`config.mk`:
```
export PLATFORM = sky130hd
export DESIGN_NAME = systolic_drain_flat
export DESIGN_NICKNAME = d
export VERILOG_FILES = /design/src/rtl/systolic_drain_if.sv /design/src/rtl/systolic_drain.sv /design/src/flat_wrapper.sv
export SDC_FILE = /design/constraint.sdc
export NUM_CORES = 1
export LEC_CHECK = 0
export BUFFER_PORTS_ARGS = -buffer_cell sky130_fd_sc_hd__buf_2
export CAP_MARGIN = 30
export CORE_AREA = 2 2 230 232
export CTS_CLUSTER_SIZE = 8
export DETAILED_ROUTE_END_ITERATION = 6
export DIE_AREA = 0 0 232 234
export GPL_ROUTABILITY_DRIVEN = 1
export GPL_TIMING_DRIVEN = 0
export HOLD_SLACK_MARGIN = 0.02
export PLACE_DENSITY = 0.39
export SLEW_MARGIN = 20
export SYNTH_ARGS = -nofsm -noshare
export SYNTH_HDL_FRONTEND = slang
export SYNTH_SLANG_ARGS = --single-unit
export TNS_END_PERCENT = 1
```
`constraint.sdc`:
```
create_clock -name clk -period 2.2 [get_ports clk]
set_input_delay 0.44 -clock clk [delete_from_list [all_inputs] [get_ports clk]]
set_output_delay 0.44 -clock clk [all_outputs]
set_load 0.01 [all_outputs]
```
`src/rtl/systolic_drain_if.sv`:
```
// Handshake bundle between the PE array, the result drain and the downstream consumer.
// Slave modport is the drain's view; master modport is the environment's view.
interface systolic_drain_if #(
    parameter int ACC_W = 32,
    parameter int M     = 4,
    parameter int N     = 4
);
    localparam int IDX_W = (M * N > 1) ? $clog2(M * N) : 1;

    logic [M*N*ACC_W-1:0] pe_out;
    logic [M*N-1:0]       pe_out_valid;
    logic [M*N-1:0]       pe_out_ready;
    logic [ACC_W-1:0]     res_data;
    logic [IDX_W-1:0]     res_idx;
    logic                 res_last;
    logic                 res_valid;
    logic                 res_ready;
    logic                 frame_done;
    logic                 timeout_err;

    modport slave (
        input  pe_out, pe_out_valid, res_ready,
        output pe_out_ready, res_data, res_idx, res_last, res_valid, frame_done, timeout_err
    );

    modport master (
        output pe_out, pe_out_valid, res_ready,
        input  pe_out_ready, res_data, res_idx, res_last, res_valid, frame_done, timeout_err
    );
endinterface

```
`src/rtl/systolic_drain.sv`:
```
// Serializes an M x N PE accumulator array into one result stream in row-major order.
// Optional stall watchdog enabled by SYSTOLIC_DRAIN_TIMEOUT_EN (substitutes a zero word).
module systolic_drain #(
    parameter int ACC_W   = 32,
    parameter int M       = 4,
    parameter int N       = 4,
    parameter int TIMEOUT = 1024
) (
    input  logic            clk,
    input  logic            rst,
    systolic_drain_if.slave bus
);
    localparam int NPE   = M * N;
    localparam int IDX_W = (NPE > 1) ? $clog2(NPE) : 1;
    localparam logic [IDX_W-1:0] LAST_IDX = IDX_W'(NPE - 1);

    typedef enum logic {S_WAIT, S_HOLD} state_t;

    state_t                    r_state, w_state_nxt;
    logic [IDX_W-1:0]          r_idx;
    logic [ACC_W-1:0]          r_res_data;
    logic [IDX_W-1:0]          r_res_idx;
    logic                      r_res_last;
    logic                      r_res_valid;
    logic                      r_frame_done;

    logic [NPE-1:0][ACC_W-1:0] w_pe;
    logic [ACC_W-1:0]          w_word;
    logic [IDX_W-1:0]          w_idx_nxt;
    logic [NPE-1:0]            w_rdy;
    logic                      w_consume;
    logic                      w_slot_free;
    logic                      w_cap;
    logic                      w_tmo;
    logic                      w_load;

    // Packed view of the flattened bus: element k is PE k.
    assign w_pe        = bus.pe_out;
    assign w_word      = w_pe[r_idx];
    assign w_idx_nxt   = (r_idx == LAST_IDX) ? '0 : r_idx + 1'b1;

    assign w_consume   = r_res_valid & bus.res_ready;
    assign w_slot_free = ~r_res_valid | w_consume;
    assign w_cap       = ~rst & w_slot_free & bus.pe_out_valid[r_idx];
    assign w_load      = w_cap | w_tmo;

    always_comb begin
        w_rdy = '0;
        if (!rst && w_slot_free)
            w_rdy[r_idx] = 1'b1;
    end

    assign bus.pe_out_ready = w_rdy;
    assign bus.res_data     = r_res_data;
    assign bus.res_idx      = r_res_idx;
    assign bus.res_last     = r_res_last;
    assign bus.res_valid    = r_res_valid;
    assign bus.frame_done   = r_frame_done;

    always_ff @(posedge clk) begin
        if (rst)
            r_state <= S_WAIT;
        else
            r_state <= w_state_nxt;
    end

    // HOLD marks a full output register facing a stalled consumer.
    always_comb begin
        w_state_nxt = r_state;
        case (r_state)
            S_WAIT:  if (r_res_valid && !bus.res_ready) w_state_nxt = S_HOLD;
            S_HOLD:  if (bus.res_ready)                 w_state_nxt = S_WAIT;
            default: w_state_nxt = S_WAIT;
        endcase
    end

    always_ff @(posedge clk) begin
        if (rst) begin
            r_idx        <= '0;
            r_res_data   <= '0;
            r_res_idx    <= '0;
            r_res_last   <= 1'b0;
            r_res_valid  <= 1'b0;
            r_frame_done <= 1'b0;
        end else begin
            r_frame_done <= w_consume & r_res_last;
            if (w_load) begin
                r_res_data  <= w_cap ? w_word : '0;
                r_res_idx   <= r_idx;
                r_res_last  <= (r_idx == LAST_IDX);
                r_res_valid <= 1'b1;
                r_idx       <= w_idx_nxt;
            end else if (w_consume) begin
                r_res_valid <= 1'b0;
            end
        end
    end

`ifdef SYSTOLIC_DRAIN_TIMEOUT_EN
    localparam int WD_W = $clog2(TIMEOUT + 1);

    logic [WD_W-1:0] r_wdog;
    logic            r_tmo;
    logic            w_idle;

    // Idle = pointer starved while the output register could accept a word.
    assign w_idle = ~rst & (r_state == S_WAIT) & w_slot_free & ~bus.pe_out_valid[r_idx];
    assign w_tmo  = w_idle & (r_wdog == WD_W'(TIMEOUT - 1));

    always_ff @(posedge clk) begin
        if (rst || w_cap || w_tmo)
            r_wdog <= '0;
        else if (w_idle)
            r_wdog <= r_wdog + 1'b1;
    end

    always_ff @(posedge clk) begin
        if (rst)
            r_tmo <= 1'b0;
        else if (w_load)
            r_tmo <= w_tmo;
        else if (w_consume)
            r_tmo <= 1'b0;
    end

    assign bus.timeout_err = r_tmo;
`else
    assign w_tmo           = 1'b0;
    assign bus.timeout_err = 1'b0;
`endif
endmodule

```
`src/flat_wrapper.sv`:
```
// flat-port wrapper written by rule: the top's interface ports become plain ports
module systolic_drain_flat 
#(
    parameter int ACC_W   = 32,
    parameter int M       = 4,
    parameter int N       = 4,
    parameter int TIMEOUT = 1024
)
  (clk, rst, bus_pe_out, bus_pe_out_valid, bus_res_ready, bus_pe_out_ready, bus_res_data, bus_res_idx, bus_res_last, bus_res_valid, bus_frame_done, bus_timeout_err);
  systolic_drain_if #(.ACC_W(ACC_W), .M(M), .N(N)) bus_i ();
  input  logic clk;
  input  logic rst;
  input wire logic [$bits(bus_i.pe_out)-1:0] bus_pe_out;
  input wire logic [$bits(bus_i.pe_out_valid)-1:0] bus_pe_out_valid;
  input wire logic [$bits(bus_i.res_ready)-1:0] bus_res_ready;
  output wire logic [$bits(bus_i.pe_out_ready)-1:0] bus_pe_out_ready;
  output wire logic [$bits(bus_i.res_data)-1:0] bus_res_data;
  output wire logic [$bits(bus_i.res_idx)-1:0] bus_res_idx;
  output wire logic [$bits(bus_i.res_last)-1:0] bus_res_last;
  output wire logic [$bits(bus_i.res_valid)-1:0] bus_res_valid;
  output wire logic [$bits(bus_i.frame_done)-1:0] bus_frame_done;
  output wire logic [$bits(bus_i.timeout_err)-1:0] bus_timeout_err;
  assign bus_i.pe_out = bus_pe_out;
  assign bus_i.pe_out_valid = bus_pe_out_valid;
  assign bus_i.res_ready = bus_res_ready;
  assign bus_pe_out_ready = bus_i.pe_out_ready;
  assign bus_res_data = bus_i.res_data;
  assign bus_res_idx = bus_i.res_idx;
  assign bus_res_last = bus_i.res_last;
  assign bus_res_valid = bus_i.res_valid;
  assign bus_frame_done = bus_i.frame_done;
  assign bus_timeout_err = bus_i.timeout_err;
  systolic_drain #(.ACC_W(ACC_W), .M(M), .N(N), .TIMEOUT(TIMEOUT)) u_core (.clk(clk), .rst(rst), .bus(bus_i));
endmodule
```
== Word-level counts from Yosys, hierarchy flattened ==
Cells that the tools add are included.

* Logic and storage cells: 31
* Input bits: 531
* Register bits after elaboration: 43
* Output and inout port bits: 56

* $lt $le $gt $ge: 2
* Bitwise logic cells: 7
* Mux-type cells: 10
* Eq/ne operators: 1
* Reductions and logical operators: 4
* $add $sub $neg: 1

{| class="wikitable"
|+ Operator list
! operator !! number
|-
| $bmux W32 S4 || 1
|-
| $mux W32 || 1
|-
| $mux W16 || 1
|-
| $lt A4 B5 Y1 const B || 1
|-
| $add A4 B1 Y4 const B || 1
|-
| $and A1 B1 Y1 || 4
|-
| $bmux W1 S4 || 1
|-
| $demux W1 S4 || 1
|-
| $eq A4 B4 Y1 const B || 1
|-
| $ge A4 B1 Y1 const B || 1
|-
| $mux W1 || 4
|-
| $mux W4 || 1
|-
| $logic_and A1 B1 Y1 || 2
|-
| $not A1 Y1 || 2
|-
| $reduce_bool A2 Y1 || 1
|-
| $logic_not A1 Y1 || 1
|-
| $or A1 B1 Y1 || 1
|}

== Logic depth before layout (Yosys ltp) ==
* Depth after elaboration: 5
* Gate-level depth with buffers: 9
* Mapped depth without buffers: 5

== Worst setup path before layout ==
No wires, ideal clock.

* Kind: reg-to-reg
* Start: reg u_core.r_idx[0]
* End: reg u_core.r_res_data[2], in the netlist u_core.bus.res_data[2]
* Setup slack: 0.254 ns
* Setup time: 0.142 ns
* Stages on the path, launching flop included: 9
* Period minus slack after synthesis: 1.946 ns
* Path buffers: 3
* Arrival: 1.805 ns
* Required time: 2.058 ns
* Cell sequence: dfxtp_1 -> buf_2 -> buf_4 -> buf_4 -> mux4_2 -> a22oi_1 -> nand2_1 -> o21ai_1 -> a21oi_2

* Word-level cells in the longest chain between the ends: 3
* Elaborated cells between the ends (all ways): 5
* Those cells by class: 4 x mux; 1 x bitwise

{| class="wikitable"
|+ Ends and longest elaborated chain
! what !! line !! RTL
|-
| from (decl) || systolic_drain.sv:20 || <nowiki>logic [IDX_W-1:0] r_idx;</nowiki>
|-
| from (signal assigned) || systolic_drain.sv:92 || <nowiki>r_idx <= w_idx_nxt;</nowiki>
|-
| $bmux W1 S4 || systolic_drain.sv:44 || <nowiki>assign w_cap = ~rst & w_slot_free & bus.pe_out_valid[r_idx];</nowiki>
|-
| $mux W1 (not written as such) || systolic_drain.sv:44 ||
|-
| $and A1 B1 Y1 || systolic_drain.sv:44 ||
|-
| to (signal assigned) || systolic_drain.sv:88 || <nowiki>r_res_data <= w_cap ? w_word : '0;</nowiki>
|-
| to (decl) || systolic_drain.sv:21 || <nowiki>logic [ACC_W-1:0] r_res_data;</nowiki>
|}

Several ways; a longest one is shown, not always the timed one. The select of a mux whose other input is x is not followed.
A chain may end at the register's enable or synchronous reset.

== Final worst setup path ==
* Start: reg u_core.r_idx[1]
* End: out bus_pe_out_ready[1]

* Word-level cells in the longest chain between the ends: 5
* Elaborated cells between the ends (all ways): 6
* Those cells by class: 2 x order compare; 3 x mux; 1 x reduce/logical

{| class="wikitable"
|+ Ends and longest elaborated chain
! what !! line !! RTL
|-
| $lt A4 B5 Y1 (not written as such) or $ge A4 B1 Y1 (tied branches) || systolic_drain.sv:50 || <nowiki>w_rdy[r_idx] = 1'b1;</nowiki>
|-
| $logic_and A1 B1 Y1 (not written as such) || systolic_drain.sv:50 ||
|-
| $mux W1 (not written as such) || systolic_drain.sv:50 ||
|-
| $demux W1 S4 * || -- ||
|-
| $mux W16 * || systolic_drain.sv:49 || <nowiki>if (!rst && w_slot_free)</nowiki>
|-
| to (decl) || flat_wrapper.sv:16 || <nowiki>output wire logic [$bits(bus_i.pe_out_ready)-1:0] bus_pe_out_ready;</nowiki>
|}

Mark *: on every way between the ends. The rest lies on a longest branch, timed or not.

==> run_results.csv <==
group,metric,value,unit
global_route,grt_pass1_vias,8171,
global_route,grt-ovfl-total,0,
yosys,synth_area_per_cell,11.1,sq um
die,fp.dieArea,0.0543,sq mm
die,start_util,0.112,
timing,layout_setup_ws,-0.0149,ns
timing,relSlewSlack,0.436,
timing,worst_pin_slew,0.845,ns
cts,cts-buffers-inserted,5,
worst_setup_path,worstPathCellList,"buf_6 > buf_12 > buf_12 > buf_12 > clkinv_8 > ha_4 > nand2_4 > nor3_2 > buf_2",
yosys,synth_largest_area_cell,"mux4_2",
place,hpwl,40100,microns
timing,fin_crit,2.21,ns
yosys,post-synth-top-count-cell,"mux4_2",
cts,cts_tree,"built",
route,dr.first_iter.drc_count,499,
power_and_ir_drop,peakVddDrop,0.273,mV
die,die_w,232,microns
global_route,track_usage,0.162,
cts,cts_max_path_buffers,2,
yosys,synth_common_cells,"mux4_2, a22oi_1, dfxtp_1, nand2_1, nand3_1",
power_and_ir_drop,p_leak,4.48,nW
timing,grt_setup_unrepaired,"yes",
place,io_buffers,584,
cts,clock_latency,0.31,ns
yosys,seq_area_frac_synth,0.148,
run_status,violations,"negative setup slack",
worst_setup_path,cpPeakStageDelay,0.34,ns
yosys,ys_warn_count,0,
timing,setup_viol,6,
global_route,grt_max_degree,15,
worst_setup_path,crit_arrival,1.77,ns
timing,post-route-period-util,1.01,
yosys,synth_top_family_by_area,"multiplexers",
run,drv_cap,0,
route,drtPass1Iterations,5,
yosys,synth.cell_area,0.00583,sq mm
run_status,status,"finished with violations",
die,io_pins,587,
worst_setup_path,worstSetupEndpointType,"primary output",
timing,drv_slew,0,
timing,fmax,451,MHz
yosys,synth_nets,1059,
cts,cts.htree.levels,2,
timing,tns,-0.0523,ns
finish,layout-drive-gt1-share,0.752,
yosys,synthMuxAreaShare,0.509,
yosys,ys_seq_elements,43,
yosys,synth-edff-count,0,
worst_setup_path,crit_path_start_kind,"register",
timing,timing.final.hold_violations,0,
yosys,async_flop_share,0,
route,wl_per_cell,25.3,microns
yosys,yosys.area_share.adder,0.00859,
worst_setup_path,cpMostUsedCell,"buf_12",
cts,clk_pin_slew,0.07,ns
die,rows,84,
yosys,synthXorXnorAreaFrac,0,
worst_setup_path,crit_family,"buffers and inverters",
worst_setup_path,path_class,"register to primary output",
route,drtAntennaViolNets,0,
power_and_ir_drop,power_density,446,mW/mm^2
route,drc,0,
finish,final-instance-count-excl-fill,1825,
place,gp_congestion,0.894,
route,routed_via_density,4.32,
hold_path,worst_hold_path_type,"input port to register",
yosys,synth_top_area_frac,0.495,
route,num_vias,7882,
finish,synthToLayoutAreaGrowth,79.0,%
yosys,synth_cells,524,
timing,clock-skew-final,0.00967,ns
cts,cts_root_buf,"clkbuf_16",
yosys,synth_simple_gate_area_share,0.0893,
place,placed_cells,1796,
worst_setup_path,worstPathRequired,1.76,ns
yosys,synthDistinctLibCells,32,
die,die_y,234,microns
global_route,grt_pass1_wl,61000,microns
worst_setup_path,critPathBufInv,6,
worst_setup_path,crit_slowest_cell,"dfxtp_2",
global_route,antenna_found_initial,20,
yosys,yosys-top-cells-area,"mux4_2, dfxtp_1, a22oi_1",
place,place_ws,-0.784,ns
yosys,synth_compound_area_frac,0.178,
worst_setup_path,critPathMaxFanout,6,
finish,final_nets,1664,
yosys,synthFlopType,"dfxtp_1",
cts,cts.sinks,43,
cts,holdBufCountCts,0,
route,wl,46300,microns
die,core-area,0.0520,sq mm
==> placed cells by master, fill, tap and decap left out, drive strengths merged, types with 2 or more instances in the layout <==
master / count
a221oi: 2
nor2b: 6
nor3: 4
nor2: 15
mux4: 128
nand2b: 5
a22oi: 67
inv: 2
buf: 634
ha: 4
diode: 7
dfxtp: 43
clkinv: 3
nand3: 37
o21ai: 41
and3: 2
and2: 2
mux2i: 8
clkbuf: 40
o31ai: 2
nand2: 40
a21oi: 39
==> routing by layer <==
metal | up-vias | part of all wire | track usage
met5 | - | 0.0015 | 0
met1 | 3927 | 0.42 | 0.208
met3 | 69 | 0.078 | 0.0401
met2 | 472 | 0.47 | 0.267
met4 | 10 | 0.025 | 0.0467
li1 | 3404 | - | -
==> worst paths after layout <==
check                                  startpoint                                    to  slack (ns)  depth (start not counted)
max reg2reg          u_core.r_idx[0]$_SDFFE_PP0P_   u_core.bus.res_data[5]$_SDFFE_PP0P_       -0.01                          8
min reg2reg  u_core.bus.res_data[12]$_SDFFE_PP0P_  u_core.bus.res_data[12]$_SDFFE_PP0P_        0.46                          2
max                  u_core.r_idx[1]$_SDFFE_PP0P_                   bus_pe_out_ready[1]       -0.01                          9
min                                 bus_res_ready     u_core.bus.res_valid$_SDFFE_PP0P_        0.45                          3
==> where the power goes <==
part	leakage [nW]	switching (W)	total, W	internal (W)
logic	4.04	0.00136	0.00285	0.00149
clock network	0.0838	0.000376	0.000914	0.000537
registers	0.352	0.0000388	0.000888	0.000849
total	4.48	0.00178	0.00465	0.00288
==> worst min-delay path: stages <==
cell and delay, ns:
buf_2 0.08, nand2b_1 0.11, a21oi_1 0.06
==> flip-flops by register name, summed over array words and instances, names as in the netlist <==
signal / count
u_core.bus.res_data: 32
u_core.bus.res_idx: 4
u_core.r_idx: 4
u_core.bus.frame_done: 1
u_core.bus.res_last: 1
u_core.bus.res_valid: 1
==> kinds of logic (layout without fill, tap and decap cells) <==
group,after synthesis,in the layout
buffers and inverters,74,680
multiplexers,136,136
AND/OR/NAND/NOR,112,112
flip-flops,43,43
other,1,8
AO/OA/AOI/OAI,154,154
adder cells (fa/ha/maj),4,4
==> stage by stage <==
step / utilization / total power (W) / hold WS (ns) / area (sq um)
2_1_floorplan: - / 0.00232 / 0.488 / 5830
3_3_place_gp: 0.185 / 0.00349 / 0.450 / 9610
3_5_place_dp: 0.185 / 0.00351 / 0.458 / 9610
4_1_cts: 0.193 / 0.00459 / 0.427 / 10100
5_1_grt: 0.200 / 0.00491 / 0.447 / 10400
6_report: 0.200 / 0.00465 / 0.447 / 10400
==> layout make-up <==
| type | count | area, sq um |
|---|---|---|
| clock buffers | 5 | 125 |
| well taps | 688 | 861 |
| diodes | 7 | 17.5 |
| clock inverters | 3 | 43.8 |
| plain buffers | 70 | 681 |
| fillers | 5821 | 41600 |
| multi-input cells | 407 | 4730 |
| inverters | 3 | 26.3 |
| repair buffers | 599 | 3080 |
| flip-flops and latches | 43 | 866 |
==> timing repair <==
item                                    CTS  global route
gates cloned                              0             2
gates resized for setup                  88            81
setup buffers                             4             9
endpoints found under the setup margin   55            54
pin swaps                                 2            11
(Power assumes the default switching activity.)
